$ cat src/rtl/inst_data_sram_ctrl.sv
// Single-port SRAM controller arbitrating instruction-refill and data ports.
// Fixed wait-state access; all SRAM pins registered; one-cycle valid pulse per access.
module inst_data_sram_ctrl #(
    parameter int ADDR_W      = 20,
    parameter int WAIT_CYCLES = 1
) (
    input  logic              clk,
    input  logic              rst,
    input  logic              inst_req,
    input  logic [31:0]       inst_addr,
    output logic [31:0]       inst_rdata,
    output logic              inst_valid,
    output logic              inst_stop,
    input  logic              data_req,
    input  logic              data_we,
    input  logic [3:0]        data_be,
    input  logic [31:0]       data_addr,
    input  logic [31:0]       data_wdata,
    output logic [31:0]       data_rdata,
    output logic              data_valid,
    output logic              data_stall,
    output logic [ADDR_W-1:0] sram_addr,
    output logic [31:0]       sram_wdata,
    output logic              sram_wdata_oe,
    input  logic [31:0]       sram_rdata,
    output logic              sram_ce_n,
    output logic              sram_oe_n,
    output logic              sram_we_n,
    output logic [3:0]        sram_be_n
);
    localparam int CNT_W = (WAIT_CYCLES > 0) ? $clog2(WAIT_CYCLES + 1) : 1;

    typedef enum logic [1:0] {S_IDLE, S_ACCESS, S_RESP} state_t;

    state_t state_q, state_d;
    logic [CNT_W-1:0] cnt_q, cnt_d;
    logic last_data_q, last_data_d;   // 1: previous grant went to the data port
    logic gnt_data_q, gnt_data_d;
    logic we_q, we_d;
    logic [ADDR_W-1:0] sram_addr_q, sram_addr_d;
    logic [31:0] sram_wdata_q, sram_wdata_d;
    logic wdata_oe_q, wdata_oe_d;
    logic ce_n_q, ce_n_d, oe_n_q, oe_n_d, we_n_q, we_n_d;
    logic [3:0] be_n_q, be_n_d;
    logic [31:0] inst_rdata_q, inst_rdata_d, data_rdata_q, data_rdata_d;
    logic inst_valid_q, inst_valid_d, data_valid_q, data_valid_d;

    logic grant, pick_data, sel_we;

    // Data wins ties unless it also won the previous grant.
    assign pick_data = data_req & (~inst_req | ~last_data_q);
    assign grant     = (state_q == S_IDLE) & (inst_req | data_req);
    assign sel_we    = pick_data & data_we;

    always_ff @(posedge clk) begin
        if (!rst) begin
            state_q      <= S_IDLE;
            cnt_q        <= '0;
            last_data_q  <= 1'b0;
            gnt_data_q   <= 1'b0;
            we_q         <= 1'b0;
            sram_addr_q  <= '0;
            sram_wdata_q <= '0;
            wdata_oe_q   <= 1'b0;
            ce_n_q       <= 1'b1;
            oe_n_q       <= 1'b1;
            we_n_q       <= 1'b1;
            be_n_q       <= 4'hF;
            inst_rdata_q <= '0;
            data_rdata_q <= '0;
            inst_valid_q <= 1'b0;
            data_valid_q <= 1'b0;
        end else begin
            state_q      <= state_d;
            cnt_q        <= cnt_d;
            last_data_q  <= last_data_d;
            gnt_data_q   <= gnt_data_d;
            we_q         <= we_d;
            sram_addr_q  <= sram_addr_d;
            sram_wdata_q <= sram_wdata_d;
            wdata_oe_q   <= wdata_oe_d;
            ce_n_q       <= ce_n_d;
            oe_n_q       <= oe_n_d;
            we_n_q       <= we_n_d;
            be_n_q       <= be_n_d;
            inst_rdata_q <= inst_rdata_d;
            data_rdata_q <= data_rdata_d;
            inst_valid_q <= inst_valid_d;
            data_valid_q <= data_valid_d;
        end
    end

    always_comb begin
        state_d = state_q;
        case (state_q)
            S_IDLE:   if (grant) state_d = S_ACCESS;
            S_ACCESS: if (cnt_q == '0) state_d = S_RESP;
            S_RESP:   state_d = S_IDLE;
            default:  state_d = S_IDLE;
        endcase
    end

    always_comb begin
        cnt_d        = cnt_q;
        last_data_d  = last_data_q;
        gnt_data_d   = gnt_data_q;
        we_d         = we_q;
        sram_addr_d  = sram_addr_q;
        sram_wdata_d = sram_wdata_q;
        wdata_oe_d   = wdata_oe_q;
        ce_n_d       = ce_n_q;
        oe_n_d       = oe_n_q;
        we_n_d       = we_n_q;
        be_n_d       = be_n_q;
        inst_rdata_d = inst_rdata_q;
        data_rdata_d = data_rdata_q;
        inst_valid_d = 1'b0;
        data_valid_d = 1'b0;
        case (state_q)
            S_IDLE: begin
                // Strobes are loaded at grant so they are live from the first ACCESS cycle.
                if (grant) begin
                    gnt_data_d  = pick_data;
                    last_data_d = pick_data;
                    we_d        = sel_we;
                    cnt_d       = CNT_W'(WAIT_CYCLES);
                    sram_addr_d = pick_data ? data_addr[ADDR_W+1:2] : inst_addr[ADDR_W+1:2];
                    if (pick_data) sram_wdata_d = data_wdata;
                    ce_n_d      = 1'b0;
                    oe_n_d      = sel_we;
                    we_n_d      = ~sel_we;
                    wdata_oe_d  = sel_we;
                    be_n_d      = pick_data ? ~data_be : 4'h0;
                end
            end
            S_ACCESS: begin
                if (cnt_q != '0) begin
                    cnt_d = cnt_q - CNT_W'(1);
                end else begin
                    ce_n_d     = 1'b1;
                    oe_n_d     = 1'b1;
                    we_n_d     = 1'b1;
                    wdata_oe_d = 1'b0;
                    be_n_d     = 4'hF;
                    if (gnt_data_q) begin
                        data_valid_d = 1'b1;
                        if (!we_q) data_rdata_d = sram_rdata;
                    end else begin
                        inst_valid_d = 1'b1;
                        if (!we_q) inst_rdata_d = sram_rdata;
                    end
                end
            end
            default: ;
        endcase
    end

    assign inst_rdata    = inst_rdata_q;
    assign inst_valid    = inst_valid_q;
    assign inst_stop     = inst_req & ~inst_valid_q;
    assign data_rdata    = data_rdata_q;
    assign data_valid    = data_valid_q;
    assign data_stall    = data_req & ~data_valid_q;
    assign sram_addr     = sram_addr_q;
    assign sram_wdata    = sram_wdata_q;
    assign sram_wdata_oe = wdata_oe_q;
    assign sram_ce_n     = ce_n_q;
    assign sram_oe_n     = oe_n_q;
    assign sram_we_n     = we_n_q;
    assign sram_be_n     = be_n_q;

    // Byte-offset and above-window address bits never reach the SRAM.
    logic unused_addr_bits;
    assign unused_addr_bits = ^{inst_addr[31:ADDR_W+2], inst_addr[1:0],
                                data_addr[31:ADDR_W+2], data_addr[1:0]};
endmodule

$ cat config.mk
export PLATFORM = sky130hd
export DESIGN_NAME = inst_data_sram_ctrl
export DESIGN_NICKNAME = d
export VERILOG_FILES = /design/src/rtl/inst_data_sram_ctrl.sv
export SDC_FILE = /design/constraint.sdc
export NUM_CORES = 1
export LEC_CHECK = 0
export BUFFER_PORTS_ARGS = -buffer_cell sky130_fd_sc_hd__buf_2
export CAP_MARGIN = 15
export CORE_ASPECT_RATIO = 1.25
export CORE_UTILIZATION = 25
export DETAILED_ROUTE_END_ITERATION = 12
export PLACE_DENSITY_LB_ADDON = 0.2
export RECOVER_POWER = 50
export SETUP_SLACK_MARGIN = 0.2
export SLEW_MARGIN = 20
export SYNTH_ARGS = -nofsm -noshare
export SYNTH_HDL_FRONTEND = slang
export SYNTH_SLANG_ARGS = --single-unit
$ cat constraint.sdc
create_clock -name clk -period 1.3 [get_ports clk]
set_input_delay 0.13 -clock clk [delete_from_list [all_inputs] [get_ports clk]]
set_output_delay 0.13 -clock clk [all_outputs]
set_load 0.01 [all_outputs]
==> impl_metrics.json <==
{
  "synth_xor_area_share_pct": 0,
  "grt_first_pass_wirelength_um": 25380,
  "hp-class": "input port to flop",
  "wire_per_inst_um": 14.22,
  "post_route_cells_drive_above_1_share_pct": 28.98,
  "cts_tree": "yes",
  "root_buffer": "clkbuf_16",
  "final_common_cell": "nand2_1",
  "placed_cells": 1049,
  "numCtsBuffers": 17,
  "synth_compound_area_share_pct": 8.022,
  "core_um2": 20170,
  "critPathMaxFanout": 8,
  "relSlewSlack_pct": 70.82,
  "power_density_nw_per_um2": 1319,
  "clkTransAtPathRegs_ns": 0.07,
  "finalClockSkew_ns": 0.008661,
  "grt_pass1_vias": 5113,
  "track_usage_pct": 15.49,
  "via_per_inst": 4.271,
  "area_growth_pct": 69.39,
  "ff_latch_area_um2": 2635,
  "tightest_slew_ns": 0.4377,
  "yosys.area_share.adder_pct": 0,
  "rsz0062_at_grt": "true",
  "pre_cts_ws_ns": -0.05429,
  "avgSynthCellArea_um2": 9.268,
  "placed_area_um2": 6764,
  "setup_ws_ns": -0.03763,
  "ir_drop_v": 0.0008836,
  "antenna_cells": 0,
  "cp.required_ns": 1.64,
  "htree_levels": 4,
  "cp.arrival_ns": 1.67,
  "synthCells": 557,
  "post-route-util_pct": 43.35,
  "ys_types": 34,
  "final_cells": 1205,
  "synth-seq-cells": 131,
  "first_iter_violations": 197,
  "startpoint_type": "flop",
  "synth.area.mux_share_pct": 18.61,
  "cp_slowest_stage_delay_ns": 0.35,
  "stdcell_area_um2": 8745,
  "hold_viol": 0,
  "violations": "setup timing",
  "drtAntennaViolNets": 0,
  "p_switching_uw": 3118,
  "synth_top_family_by_area": "multiplexers",
  "cap_violations": 0,
  "yosysWarnings": 0,
  "layout_common_cells": "nand2_1, buf_2, dfxtp_1",
  "pwr-share-clk_pct": 42.3,
  "fin_nets": 1059,
  "fin_crit_sh_pct": 102.9,
  "crit_path_end_kind": "flop",
  "clk_latency_ns": 0.41,
  "wl_um": 17130,
  "comb_power_share_pct": 18.9,
  "p_seq_share_pct": 38.9,
  "grt_max_degree": 100,
  "drcViolationCount": 0,
  "p_sw_share_pct": 27.03,
  "multi_input_area_um2": 2351,
  "syn-num-nets": 694,
  "internal_power_uw": 8417,
  "drtPass1Iterations": 6,
  "initial_core_util_pct": 25.59,
  "clock_path_buffers": 2,
  "r2r_setup_slack_ns": -0.04,
  "io_pins": 265,
  "timing.fmax_mhz": 747.6,
  "grt_overflow": 0,
  "rows": 58,
  "layout_min_cycle_time_ns": 1.338,
  "finalSetupViolations": 37,
  "totalPowerFinal_uw": 11540,
  "io_buffer_count": 240,
  "gp_congestion": 0.6831,
  "antenna_found_initial": 0,
  "dp_hpwl_um": 10310,
  "num_vias": 5146,
  "path_class": "flop to flop",
  "path_cells": "a21bo_4 -> nor3_4 -> buf_6 -> clkbuf_16 -> mux2i_1",
  "cts_sinks": 131,
  "fp.dieW_um": 130.5,
  "cp_slowest_cell": "dfxtp_2",
  "die_h_um": 162.7,
  "synth-simple-area-share_pct": 17.64,
  "p_leak_uw": 0.003983,
  "status": "complete, but fails checks",
  "syn_area_um2": 5162,
  "fillers": 1988,
  "yosysSeqAreaShare_pct": 50.80,
  "die_area_um2": 21230,
  "slew_violations": 0
}
==> cell type report <==
cell class / count / area share [%]
timing repair buffer: 391 / 32.15
sequential: 131 / 30.13
multi-input combinational: 379 / 26.89
clock buffer: 19 / 5.180
tap: 270 / 3.863
clock inverter: 13 / 1.703
inverter: 2 / 0.08585
==> power by group through the flow <==
stage                     Combinational, uW  Sequential, uW  Clock (uW)
after global routing                   2380            4520        5210
after global placement                 1690            4560           0
after detailed placement               1690            4560           0
after CTS                              2070            4480        5040
after floorplan                         850            4680           0
final                                  2180            4480        4880
==> cell families (layout without fill, tap and decap cells) <==
family,Yosys count,count (layout)
and+or+nand+nor,224,224
AOI/OAI and AO/OA,59,59
muxes,96,96
DFF,131,131
buffers and inverters,47,425
==> sequential cells by signal, summed over array words and instances, names as in the netlist <==
register and flops:
cnt_q 1, data_rdata 32, data_valid 1, gnt_data_q 1, inst_rdata 32, inst_valid 1
sram_addr 20, sram_be_n 4, sram_ce_n 1, sram_oe_n 1, sram_wdata 32, sram_wdata_oe 1
sram_we_n 1, state_q 2, we_q 1
==> metrics by stage <==
step	setup TNS (ns)	hold slack, ns
6_report	-0.6589	0.01747
4_1_cts	-0.8797	0.003513
2_1_floorplan	-2.423	0.2721
3_5_place_dp	-0.9545	0.3868
3_3_place_gp	-0.4575	0.3808
5_1_grt	-6.274	0.01322
==> cell usage after synthesis <==
cell      instances  share of area (%)
a21oi_1          22                2.1
buf_4             6               0.87
nor4_1            1               0.12
clkbuf_1         22                1.6
nand3b_1          2               0.29
a21o_1            2               0.29
nand2b_1          1               0.12
buf_1             2               0.15
and3_1            2               0.24
nor2_2            1               0.12
buf_8             3               0.87
a211o_1           1               0.17
and2_1            1               0.12
nand4_1           1               0.12
a21boi_0          3               0.44
nor2_1            4               0.29
buf_6             1               0.22
nor2b_1           2               0.24
o21ai_0           3               0.29
a21bo_1           1               0.19
a311oi_1         20                3.4
nand2_1         202                 15
nor4_4            1               0.41
inv_1             2               0.15
o22a_1            4               0.68
nor3b_1           1               0.15
dfxtp_1         131                 51
or2_2             1               0.12
nor3_1            2               0.19
nand3_1           1              0.097
nor3_4            1               0.32
mux2i_1          96                 19
buf_2            11                1.1
o21a_1            3               0.44
==> what timing repair did <==
action,in CTS,in global routing
hold buffers,105,0
setup buffers,8,4
hold endpoints to repair,111,0
pin swaps,2,10
cloned,3,4
setup endpoints to repair,129,129
gates resized for setup,22,18
==> worst paths after layout <==
path / startpoint / end / cells after the start
setup / recovery: gnt_data_q$_SDFFE_PN0P_ / sram_wdata[3]$_SDFFE_PN0P_ / 5
hold / removal: sram_rdata[23] / data_rdata[23]$_SDFFE_PN0P_ / 3
setup reg to reg: gnt_data_q$_SDFFE_PN0P_ / sram_wdata[3]$_SDFFE_PN0P_ / 5
hold reg to reg: sram_wdata_oe$_SDFFE_PN0P_ / sram_wdata_oe$_SDFFE_PN0P_ / 2
==> layer usage <==
layer,vias to the layer above,routed length (um),global-route usage (%)
li1,2609,-,-
met1,2339,7303,17.19
met2,184,8423,27.51
met3,14,1188,5.059
met4,0,214,4.911
met5,-,0,0
==> worst max-delay path: cells and delay by family (launching register included) <==
kind	cells	cell delay, ns
flops	1	0.35
buf+inv	2	0.34
compound gates	1	0.23
mux	1	0.18
simple gates	1	0.15
Power figures use the tool's default switching activity.
